==> config.mk <==
export PLATFORM = sky130hd
export DESIGN_NAME = bitstream_fetch_ctrl
export DESIGN_NICKNAME = d
export VERILOG_FILES = /design/src/rtl/bitstream_fetch_ctrl.sv
export SDC_FILE = /design/constraint.sdc
export NUM_CORES = 1
export LEC_CHECK = 0
export ABC_AREA = 0
export CORE_MARGIN = 2
export CORE_UTILIZATION = 52
export CTS_CLUSTER_DIAMETER = 50
export DETAILED_ROUTE_END_ITERATION = 8
export HOLD_SLACK_MARGIN = 0.02
export PLACE_DENSITY = 0.84
export SLEW_MARGIN = 10
export SYNTH_ARGS = -nofsm -noshare
export SYNTH_HDL_FRONTEND = slang
export SYNTH_SLANG_ARGS = --single-unit
==> constraint.sdc <==
create_clock -name clk -period 4.7 [get_ports clk]
set_input_delay 0.47 -clock clk [delete_from_list [all_inputs] [get_ports clk]]
set_output_delay 0.47 -clock clk [all_outputs]
set_load 0.01 [all_outputs]
==> src/rtl/bitstream_fetch_ctrl.sv <==
// Bitstream fetch controller: byte-fed MSB-aligned bit buffer that serves
// variable-length (1..9 bit) read requests, byte-align flushes and
// end-of-stream zero padding for a downstream decoder.
module bitstream_fetch_ctrl #(
  parameter int BUF_W = 24
) (
  input  logic        clk,
  input  logic        rst_n,
  input  logic [7:0]  byte_data,
  input  logic        byte_valid,
  output logic        byte_req,
  input  logic        bits_req,
  input  logic [3:0]  bits_num,
  input  logic        flush,
  output logic        bits_busy,
  output logic        bits_ack,
  output logic [8:0]  bits_data,
  output logic        eos,
  output logic [31:0] total_bits
);

  localparam int CW = $clog2(BUF_W + 1);

  typedef enum logic {S_IDLE, S_WAIT} state_t;

  state_t            state_q, state_d;
  logic [BUF_W-1:0]  buf_q, buf_d, buf_sh, byte_ext;
  logic [CW-1:0]     cnt_q, cnt_d, cnt_rem, consume;
  logic [3:0]        n_q, n_d, add;
  logic              got_q;
  logic              ack_d, eos_d, drain;
  logic [8:0]        data_d, top9;

  // Refill whenever a whole byte fits; nothing more is taken after end-of-stream.
  assign byte_req  = byte_valid & (cnt_q <= CW'(BUF_W - 8)) & ~eos;
  assign bits_busy = (state_q == S_WAIT);
  assign top9      = buf_q[BUF_W-1 -: 9];

  // State register.
  always_ff @(posedge clk or negedge rst_n) begin
    if (!rst_n) state_q <= S_IDLE;
    else        state_q <= state_d;
  end

  // Next state plus how many leading bits leave the buffer this edge.
  always_comb begin
    state_d = state_q;
    n_d     = n_q;
    consume = '0;
    add     = '0;
    ack_d   = 1'b0;
    data_d  = bits_data;
    eos_d   = eos;
    drain   = 1'b0;
    case (state_q)
      S_IDLE: begin
        if (flush) begin
          // Drop the partial byte so the next read starts byte-aligned.
          consume = CW'(cnt_q[2:0]);
          add     = {1'b0, cnt_q[2:0]};
        end else if (bits_req) begin
          // Illegal lengths degrade to an empty read that still acks.
          n_d     = (bits_num == 4'd0 || bits_num > 4'd9) ? 4'd0 : bits_num;
          state_d = S_WAIT;
        end
      end
      S_WAIT: begin
        if (cnt_q >= CW'(n_q)) begin
          consume = CW'(n_q);
          add     = n_q;
          data_d  = top9 >> (4'd9 - n_q);
          ack_d   = 1'b1;
          state_d = S_IDLE;
        end else if (eos || (!byte_valid && got_q)) begin
          // Source dried up: hand out what is left, zero padded (bits below
          // cnt are always zero), and latch end-of-stream.
          drain   = 1'b1;
          add     = n_q;
          data_d  = top9 >> (4'd9 - n_q);
          ack_d   = 1'b1;
          eos_d   = 1'b1;
          state_d = S_IDLE;
        end
      end
      default: state_d = S_IDLE;
    endcase
  end

  // Shift out consumed bits, then drop a fresh byte just below what remains.
  always_comb begin
    cnt_rem  = drain ? '0 : cnt_q - consume;
    buf_sh   = drain ? '0 : buf_q << consume;
    byte_ext = {byte_data, {(BUF_W-8){1'b0}}} >> cnt_rem;
    buf_d    = buf_sh | (byte_req ? byte_ext : '0);
    cnt_d    = cnt_rem + (byte_req ? CW'(8) : CW'(0));
  end

  // Datapath and registered response outputs.
  always_ff @(posedge clk or negedge rst_n) begin
    if (!rst_n) begin
      buf_q      <= '0;
      cnt_q      <= '0;
      n_q        <= '0;
      got_q      <= 1'b0;
      bits_ack   <= 1'b0;
      bits_data  <= '0;
      eos        <= 1'b0;
      total_bits <= '0;
    end else begin
      buf_q      <= buf_d;
      cnt_q      <= cnt_d;
      n_q        <= n_d;
      got_q      <= got_q | byte_req;
      bits_ack   <= ack_d;
      bits_data  <= data_d;
      eos        <= eos_d;
      total_bits <= total_bits + 32'(add);
    end
  end

endmodule

==> key figures, run 1 <==
Synth
  • Sequential fraction of the synthesis area: 0.3573
  • Primary FF master, synth: dfrtp_1
  • Area share of the largest cell type after synthesis: 0.3573
  • Register bit total from synthesis: 78
  • Commonest cells post-synth: 81 x nand2_1, 78 x dfrtp_1, 47 x mux2i_1, 40 x nor2_1, 25 x xnor2_1
  • Number of distinct library cells after synthesis: 65
  • Synth area leader: dfrtp_1
  • Area contributors post-synth: dfrtp_1 36%, mux2i_1 8.6%, nand2_1 5.6%
  • Avg Cell Area, Syn: 9.135 um2
  • Asr flop ratio synth: 1.000
  • Synth warn: 0
  • Post-Synthesis Net Count: 630
  • Post-synth EDFFs: 0
  • Cell count after synthesis: 598
  • Mapped cell area: 0.005463 mm2
  • Most frequent cell after synthesis: nand2_1

Finish
  • Area grow syn2layout: 18.00%
  • Fraction of layout cells with a size suffix above 1: 0.09285
  • Final nets: 684
  • # diodes: 0
  • Fillcell total: 883
  • Final Instance Area: 0.006446 mm2

Timing
  • Post-Route Setup TNS: 0 ns
  • Unrepaired setup endpoints after global routing: false
  • Worst-Margin Slew: 0.9858 ns
  • Final hold violations: 0
  • Fin. max-slew vios: 0
  • # setup viols final: 0
  • Minimum clock period: 4.363 ns
  • Layout Skew: 0.01464 ns
  • Worst setup margin: 0.3375 ns
  • Fmax: 229.2 MHz
  • Slew HR: 0.3428
  • Tcrit/Tclk final: 0.9282

Detailed routing
  • Routed via count: 4913
  • Drt wl/cell: 18.14 um
  • Post-route ant nets: 0
  • First-pass iteration count of the detailed router: 5
  • Number of DRC violations after detailed-routing iteration 0: 452
  • Vias per cell: 6.195
  • Post-Route WL: 14.39 mm
  • DRC Markers: 0

Critical path
  • CP max FO: 18
  • R2R cell count: 13
  • Worst reg2reg startpoint: cnt_q[2]
  • Crit Path Class: reg2reg
  • R2R Setup Slk: 0.34 ns
  • Worst path max stage delay: 0.51 ns
  • Critical Path Source: cnt_q[2]
  • Crit. End Element: flop
  • Slowest-stage cell, CP: dfrtp_1
  • Worst EP required: 4.98 ns
  • CP cell instances: ha_1 > o21ai_0 > and2_0 > o31ai_4 > fa_1 > xor2_1 > nor2_1 > a32o_1 > nor3_4 > inv_1 > or2_2 > a21bo_2 > o211ai_1
  • Critical R2R Capture: buf_q[13]
  • Crit path launch type: flop
  • Crit path capture: buf_q[13]
  • CP arrival: 4.64 ns

Clock network
  • PostCTS Resize Cnt: 0
  • Clock Tree Root: clkbuf_8
  • Hold_buf cts: 0
  • Clk sink count: 78
  • Clock-pin slew on the worst setup and hold paths: 0.09 ns
  • Post-CTS setup buffers: 0
  • CTS tree: built
  • CTS Buf Count: 9
  • Worst-Skew Late Latency: 0.37 ns
  • Htree depth: 3
  • Clk buf depth: 2

Floorplan
  • Die Wd: 106.5 um
  • Die Y: 106.5 um
  • Die area: 0.01134 mm2
  • Io pins: 62
  • Initial Util: 0.5315
  • Row count: 37
  • Core area: 0.01028 mm2

Global route
  • Initial antenna violation count: 0
  • First-pass GRT wire length: 23.48 mm
  • GR Util All Layers: 0.2618
  • Largest net degree at the start of global routing: 79
  • Total congestion overflow: 0
  • Vias in the first global route: 4668

Pwr
  • NetSw: 1.895 mW
  • Sequential power share: 0.257
  • Switching share of power: 0.4596
  • Total Power: 4.122 mW
  • Int Power: 2.227 mW
  • Combinational Power Share: 0.591
  • VDD IR max: 0.4312 mV
  • Leakage Power: 2.734 nW
  • PwrDens: 639.4 mW/mm2
  • Clk pwr share: 0.152

Flow run
  • Max-cap viol count: 0

Status
  • Outcome: completed

Place
  • Post-Place Worst Slack: 0.3834 ns
  • HPWL Detailed: 10.76 mm
  • Port Buffer Count: 61
  • Placer Congestion: 0.9625
  • Post-DP Area: 0.006202 mm2

Min path
  • Worst Hold Class: in2async
registers in the layout, indices dropped and copies added, names as in the netlist:
| signal | count |
|---|---|
| bits_ack | 1 |
| n_q | 4 |
| bits_data | 9 |
| total_bits | 32 |
| got_q | 1 |
| buf_q | 24 |
| bits_busy | 1 |
| eos | 1 |
| cnt_q | 5 |
worst min-delay path by stage:
stage                                end            from  slack [ns]  depth (start not counted)
after floorplan                 bits_ack           rst_n        0.17                          0
after global placement             got_q           got_q        0.45                          1
after detailed placement  total_bits[31]  total_bits[31]        0.46                          1
after CTS                  total_bits[5]           rst_n        0.28                          1
after global routing       total_bits[9]           rst_n        0.33                          1
final                      total_bits[5]           rst_n        0.25                          1
layer usage:
metal  wire (um)  GRT usage  part of all wire  vias up
met5           0          0                 0        -
met2        7011     0.4423              0.49      203
met1        6197     0.3425              0.43     2373
met4         385     0.1132             0.027        0
met3         792    0.02575             0.055       30
li1            -          -                 -     2307
cell families (layout without fill, tap and decap cells):
group           after synthesis  after routing  share of synthesized area
simple gates                206            206                     0.1807
fa+ha+maj                    15             15                    0.03711
mux                          66             66                     0.1294
xor+xnor                     38             38                    0.06230
compound gates              148            148                     0.1986
buf+inv                      47            106                    0.03458
flops                        78             78                     0.3573
final cells by class:
class	count	area [um2]	share of cell area
Multi-Input combinational cell	473	3322	0.5153
Sequential cell	78	1952	0.3028
Timing Repair Buffer	72	690.7	0.1071
Tap cell	136	170.2	0.02640
Clock buffer	9	123.9	0.01922
Clock inverter	7	120.1	0.01863
Inverter	18	67.56	0.01048
worst max-delay path: cells and delay by family (launching register included):
family                   cells  cell delay, ns
flip-flops                   1            0.51
buffers and inverters        1            0.23
adder cells (fa/ha/maj)      2            0.81
XOR/XNOR                     1            0.32
AO/OA/AOI/OAI                5            1.02
AND/OR/NAND/NOR              4            1.37
power groups by stage:
stage / logic [mW] / registers [mW] / clock network [mW]
after floorplan: 1.73 / 1.03 / 0
after detailed placement: 2.38 / 1.07 / 0
after global routing: 2.65 / 1.08 / 0.666
after global placement: 2.34 / 1.06 / 0
final: 2.44 / 1.06 / 0.628
after CTS: 2.40 / 1.06 / 0.635
cell usage in the layout (no fill, tap or decap), drive strengths merged, types with 8 or more instances in the layout:
cell type,n
nand2,81
dfrtp,78
clkdlybuf4s50,60
mux2i,47
nor2,42
xnor2,25
o21ai,24
a21oi,23
nand3,23
inv,18
mux2,17
a22oi,13
ha,13
xor2,13
buf,12
nor3,11
and3,9
clkbuf,9
nand2b,8
a21o,8
nand4,8
o211ai,8
o22ai,8
metrics by stage:
stage | util | instances | hold WS (ns)
2_1_floorplan | - | 598 | 0.1744
3_3_place_gp | 0.6035 | 777 | 0.4525
3_5_place_dp | 0.6035 | 777 | 0.4625
4_1_cts | 0.6272 | 793 | 0.2829
5_1_grt | 0.6272 | 793 | 0.3331
6_report | 0.6272 | 793 | 0.2532
No activity file was read; power rests on OpenSTA's default activity.
==> run 2: changes to the inputs <==
CTS_CLUSTER_SIZE = 40   (was not set)
RECOVER_POWER = 100   (was not set)
TNS_END_PERCENT = 1   (was not set)
==> key figures, run 2 (synthesis results as in run 1) <==
Floorplan
  • Die area: 0.01134 mm2
  • Initial Util: 0.5315
  • Row count: 37
  • Die Y: 106.5 um
  • Core area: 0.01028 mm2
  • Die Wd: 106.5 um
  • Io pins: 62

Timing
  • Layout Skew: 0.01468 ns
  • Minimum clock period: 4.396 ns
  • # setup viols final: 0
  • Fin. max-slew vios: 79
  • Fmax: 227.5 MHz
  • Final hold violations: 0
  • Slew HR: -0.3089
  • Worst-Margin Slew: 1.963 ns
  • Post-Route Setup TNS: 0 ns
  • Hold Slack: 0.4709 ns
  • Tcrit/Tclk final: 0.9353
  • Unrepaired setup endpoints after global routing: false

Clock network
  • Htree depth: 3
  • Worst-Skew Late Latency: 0.37 ns
  • PostCTS Resize Cnt: 0
  • Clk buf depth: 2
  • Post-CTS setup buffers: 0
  • Clk sink count: 78
  • Hold_buf cts: 0
  • Clock Tree Root: clkbuf_8
  • Clock-pin slew on the worst setup and hold paths: 0.08 ns
  • CTS Buf Count: 9
  • CTS tree: built

Pwr
  • Switching share of power: 0.4641
  • VDD IR max: 0.4248 mV
  • Int Power: 2.185 mW
  • Sequential power share: 0.258
  • Total Power: 4.077 mW
  • Combinational Power Share: 0.588
  • Clk pwr share: 0.154
  • NetSw: 1.892 mW
  • Leakage Power: 2.850 nW
  • PwrDens: 633.4 mW/mm2

Detailed routing
  • Drt wl/cell: 18.19 um
  • First-pass iteration count of the detailed router: 5
  • Vias per cell: 6.231
  • Post-Route WL: 14.42 mm
  • Post-route ant nets: 0
  • Number of DRC violations after detailed-routing iteration 0: 440
  • Routed via count: 4941
  • DRC Markers: 0

Critical path
  • CP max FO: 18
  • CP arrival: 4.67 ns
  • Crit path launch type: flop
  • Crit. End Element: flop
  • Worst EP required: 4.98 ns
  • Crit Path Class: reg2reg

Finish
  • Max FFs per register: 32
  • Commonest non-fill, non-tap cell in the layout: nand2_1
  • # diodes: 0
  • Top Registers: total_bits (32), buf_q (24), bits_data (9)
  • Area grow syn2layout: 17.84%
  • Most frequent cells in the layout: 81 x nand2_1, 78 x dfrtp_1, 47 x mux2i_1
  • Fraction of layout cells with a size suffix above 1: 0.08524
  • Largest Register: total_bits
  • Final nets: 684

Status
  • Outcome: complete, but fails checks
  • Failing checks: capacitance limit, slew limit

Place
  • HPWL Detailed: 10.76 mm
  • Placer Congestion: 0.9625
  • Port Buffer Count: 61

Global route
  • GR Util All Layers: 0.2618
  • Total congestion overflow: 0
  • Vias in the first global route: 4668
  • Largest net degree at the start of global routing: 79
  • Initial antenna violation count: 0
  • First-pass GRT wire length: 23.48 mm

Flow run
  • Max-cap viol count: 1

Min path
  • Worst Hold Class: reg2reg
[run 2: cell count changes in the layout (fill, tap and decap cells not counted)]
cell             delta
nor2_2              -1
nor2_1              +1
mux2_2              -2
clkdlybuf4s50_1    -45
clkbuf_2            +1
dlygate4sd3_1      +45
mux2_1              +2
clkbuf_1            +1
buf_4               -2
a21bo_1             +1
a21bo_2             -1
[run 2: path summary, 6_finish.rpt]
kind                       cells after the start              to      startpoint  slack, ns
setup reg to reg                              13       buf_q[13]        cnt_q[2]       0.30
hold reg to reg                                1  total_bits[31]  total_bits[31]       0.47
max in group asynchronous                      1  total_bits[20]           rst_n       2.90
setup / recovery                              13       buf_q[13]        cnt_q[2]       0.30
min in group asynchronous                      1   total_bits[5]           rst_n       0.65
hold / removal                                 1  total_bits[31]  total_bits[31]       0.47
[run 2: critical path, stage by stage, from the launching register on]
cell and delay (ns):
dfrtp_1 0.51, ha_1 0.38, o21ai_0 0.23, and2_0 0.44
o31ai_4 0.14, fa_1 0.43, xor2_1 0.32, nor2_1 0.08
a32o_1 0.29, nor3_4 0.48, inv_1 0.24, or2_2 0.38
a21bo_2 0.22, o211ai_1 0.15
[run 2: per-layer routing]
layer / GRT usage / part of all wire / vias to the layer above
li1: - / - / 2304
met1: 0.3425 / 0.43 / 2398
met2: 0.4423 / 0.49 / 213
met3: 0.02575 / 0.056 / 26
met4: 0.1132 / 0.024 / 0
met5: 0 / 0 / -
[run 2: final cells by class]
cell class	count	area [um2]
multi-input cells	473	3319
repair buffers	72	684.4
inverters	18	67.56
clock inverters	7	120.1
clock buffers	9	123.9
well taps	136	170.2
fillers	887	3840
flip-flops and latches	78	1952
[run 2: power groups by stage]
stage | logic [mW] | registers, mW | clock network, mW
2_1_floorplan | 1.73 | 1.03 | 0
3_3_place_gp | 2.34 | 1.06 | 0
3_5_place_dp | 2.38 | 1.07 | 0
4_1_cts | 2.40 | 1.06 | 0.635
5_1_grt | 2.61 | 1.08 | 0.666
6_report | 2.40 | 1.05 | 0.627
[run 2: through the flow]
step / instance area (um2) / std cells / utilization / worst slack (ns)
floorplan: 5463 / 598 / - / 0.1088
global placement: 6202 / 777 / 0.6035 / 0.5007
detailed placement: 6202 / 777 / 0.6035 / 0.3834
CTS: 6446 / 793 / 0.6272 / 0.3707
global route: 6437 / 793 / 0.6264 / 0.06587
finish: 6437 / 793 / 0.6264 / 0.3039
==> patch (config.mk and constraints of run 1) <==
Change the parameter `BUF_W` from 24 to 20.
--- a/src/rtl/bitstream_fetch_ctrl.sv
+++ b/src/rtl/bitstream_fetch_ctrl.sv
@@ -2,7 +2,7 @@
 // variable-length (1..9 bit) read requests, byte-align flushes and
 // end-of-stream zero padding for a downstream decoder.
 module bitstream_fetch_ctrl #(
-  parameter int BUF_W = 24
+  parameter int BUF_W = 20
 ) (
   input  logic        clk,
   input  logic        rst_n,
Behaviour: not the same (a bounded check fails within 4 cycles, from zero or initial values and one cycle with rst_n low).
==> patch against run 1 <==
  * Global-route usage down 0.19 points
  * Critical path depth up 3
  * Highest routed layer unchanged
  * Sequential cell count down 4
  * Clock skew down 0.0015 ns
  * Routed wire length down 2.2%
  * Area after synthesis down 3.3%
  * Design area down 4.8%
  * Total power down 3.1%
  * Via count down 1.3%
  * Count of clock-buffer cells in the layout up 1
  * First-iteration DRC count down 8.0%
  * Setup slack better by 0.055 ns
  * Hold slack worse by 0.025 ns
==> patch: results (changes against run 1) <==
[run_status]
outcome = completed  ; unchanged

[worst_setup_path]
cp.arrival_ns = 4.56  ; was 4.64 ns
cpPeakStageDelay_ns = 0.62  ; was 0.51 ns
crit_fanout = 17  ; was 18

[yosys]
synth_seq_cells = 74  ; was 78
yosysUniqueCellTypes = 75  ; was 65
synthTopCellsByCount = 74 x dfrtp_1, 64 x nand2_1, 39 x nand3_1  ; was 81 x nand2_1, 78 x dfrtp_1, 47 x mux2i_1
synth_compound_area_share_pct = 21.87  ; was 19.86%

[timing]
clock_skew_ns = 0.01313  ; was 0.01464 ns
slew_headroom_pct = 37.56  ; was 34.28%

[final_layout]
biggestRegsByFlops = total_bits (32), buf_q (20), bits_data (9)  ; was total_bits (32), buf_q (24), bits_data (9)
clock_area_share_pct = 3.138  ; was 3.785%
multi_input_area_share_pct = 51.40  ; was 51.53%
nClkBuffers = 10  ; was 9
fillCellCount = 862  ; was 883
seq_share_pct = 30.16  ; was 30.28%
nMultiInputCombCells = 465  ; was 473
buffer_area_share_pct = 10.88  ; was 10.71%
layout-drive-gt1-share_pct = 7.669  ; was 9.285%
nNetsFinal = 679  ; was 684

[place]
gp_congestion = 0.9303  ; was 0.9625
numPlacedInstances = 769  ; was 777

[global_route]
grt_max_degree = 75  ; was 79
grtUsageMet1_pct = 35.07  ; was 34.25%
grt_use_total_pct = 25.99  ; was 26.18%

[detailed_routing]
dr_wl_met2_mm = 6.598  ; was 7.011 mm
wl_met1_mm = 6.068  ; was 6.197 mm
drt_iter0_markers = 416  ; was 452

[power]
p_int_uw = 2041  ; was 2227 uW
leakagePower_uw = 0.002561  ; was 0.002734 uW

patch: cell count changes in the layout (fill, tap and decap cells not counted), moves of 6 or more:
| cell | change |
|---|---|
| a211oi_1 | +21 |
| nand2_1 | -17 |
| nand3_1 | +16 |
| mux2_2 | -15 |
| mux2i_1 | -11 |
| a22oi_1 | -9 |
| inv_1 | +8 |
| a21oi_1 | +7 |
| o21ai_1 | +7 |
| a22o_1 | -6 |
| and2_1 | +6 |
patch: path summary, 6_finish.rpt:
| check | start | end | cells after the start |
|---|---|---|---|
| max | n_q[1]$_DFFE_PN0P_ | total_bits[31]$_DFF_PN0_ | 16 |
| min | rst_n | buf_q[0]$_DFF_PN0_ | 1 |
| max reg2reg | n_q[1]$_DFFE_PN0P_ | total_bits[31]$_DFF_PN0_ | 16 |
| min reg2reg | got_q$_DFF_PN0_ | got_q$_DFF_PN0_ | 1 |
| max in group asynchronous | rst_n | bits_busy$_DFF_PN0_ | 1 |
| min in group clk | got_q$_DFF_PN0_ | got_q$_DFF_PN0_ | 1 |
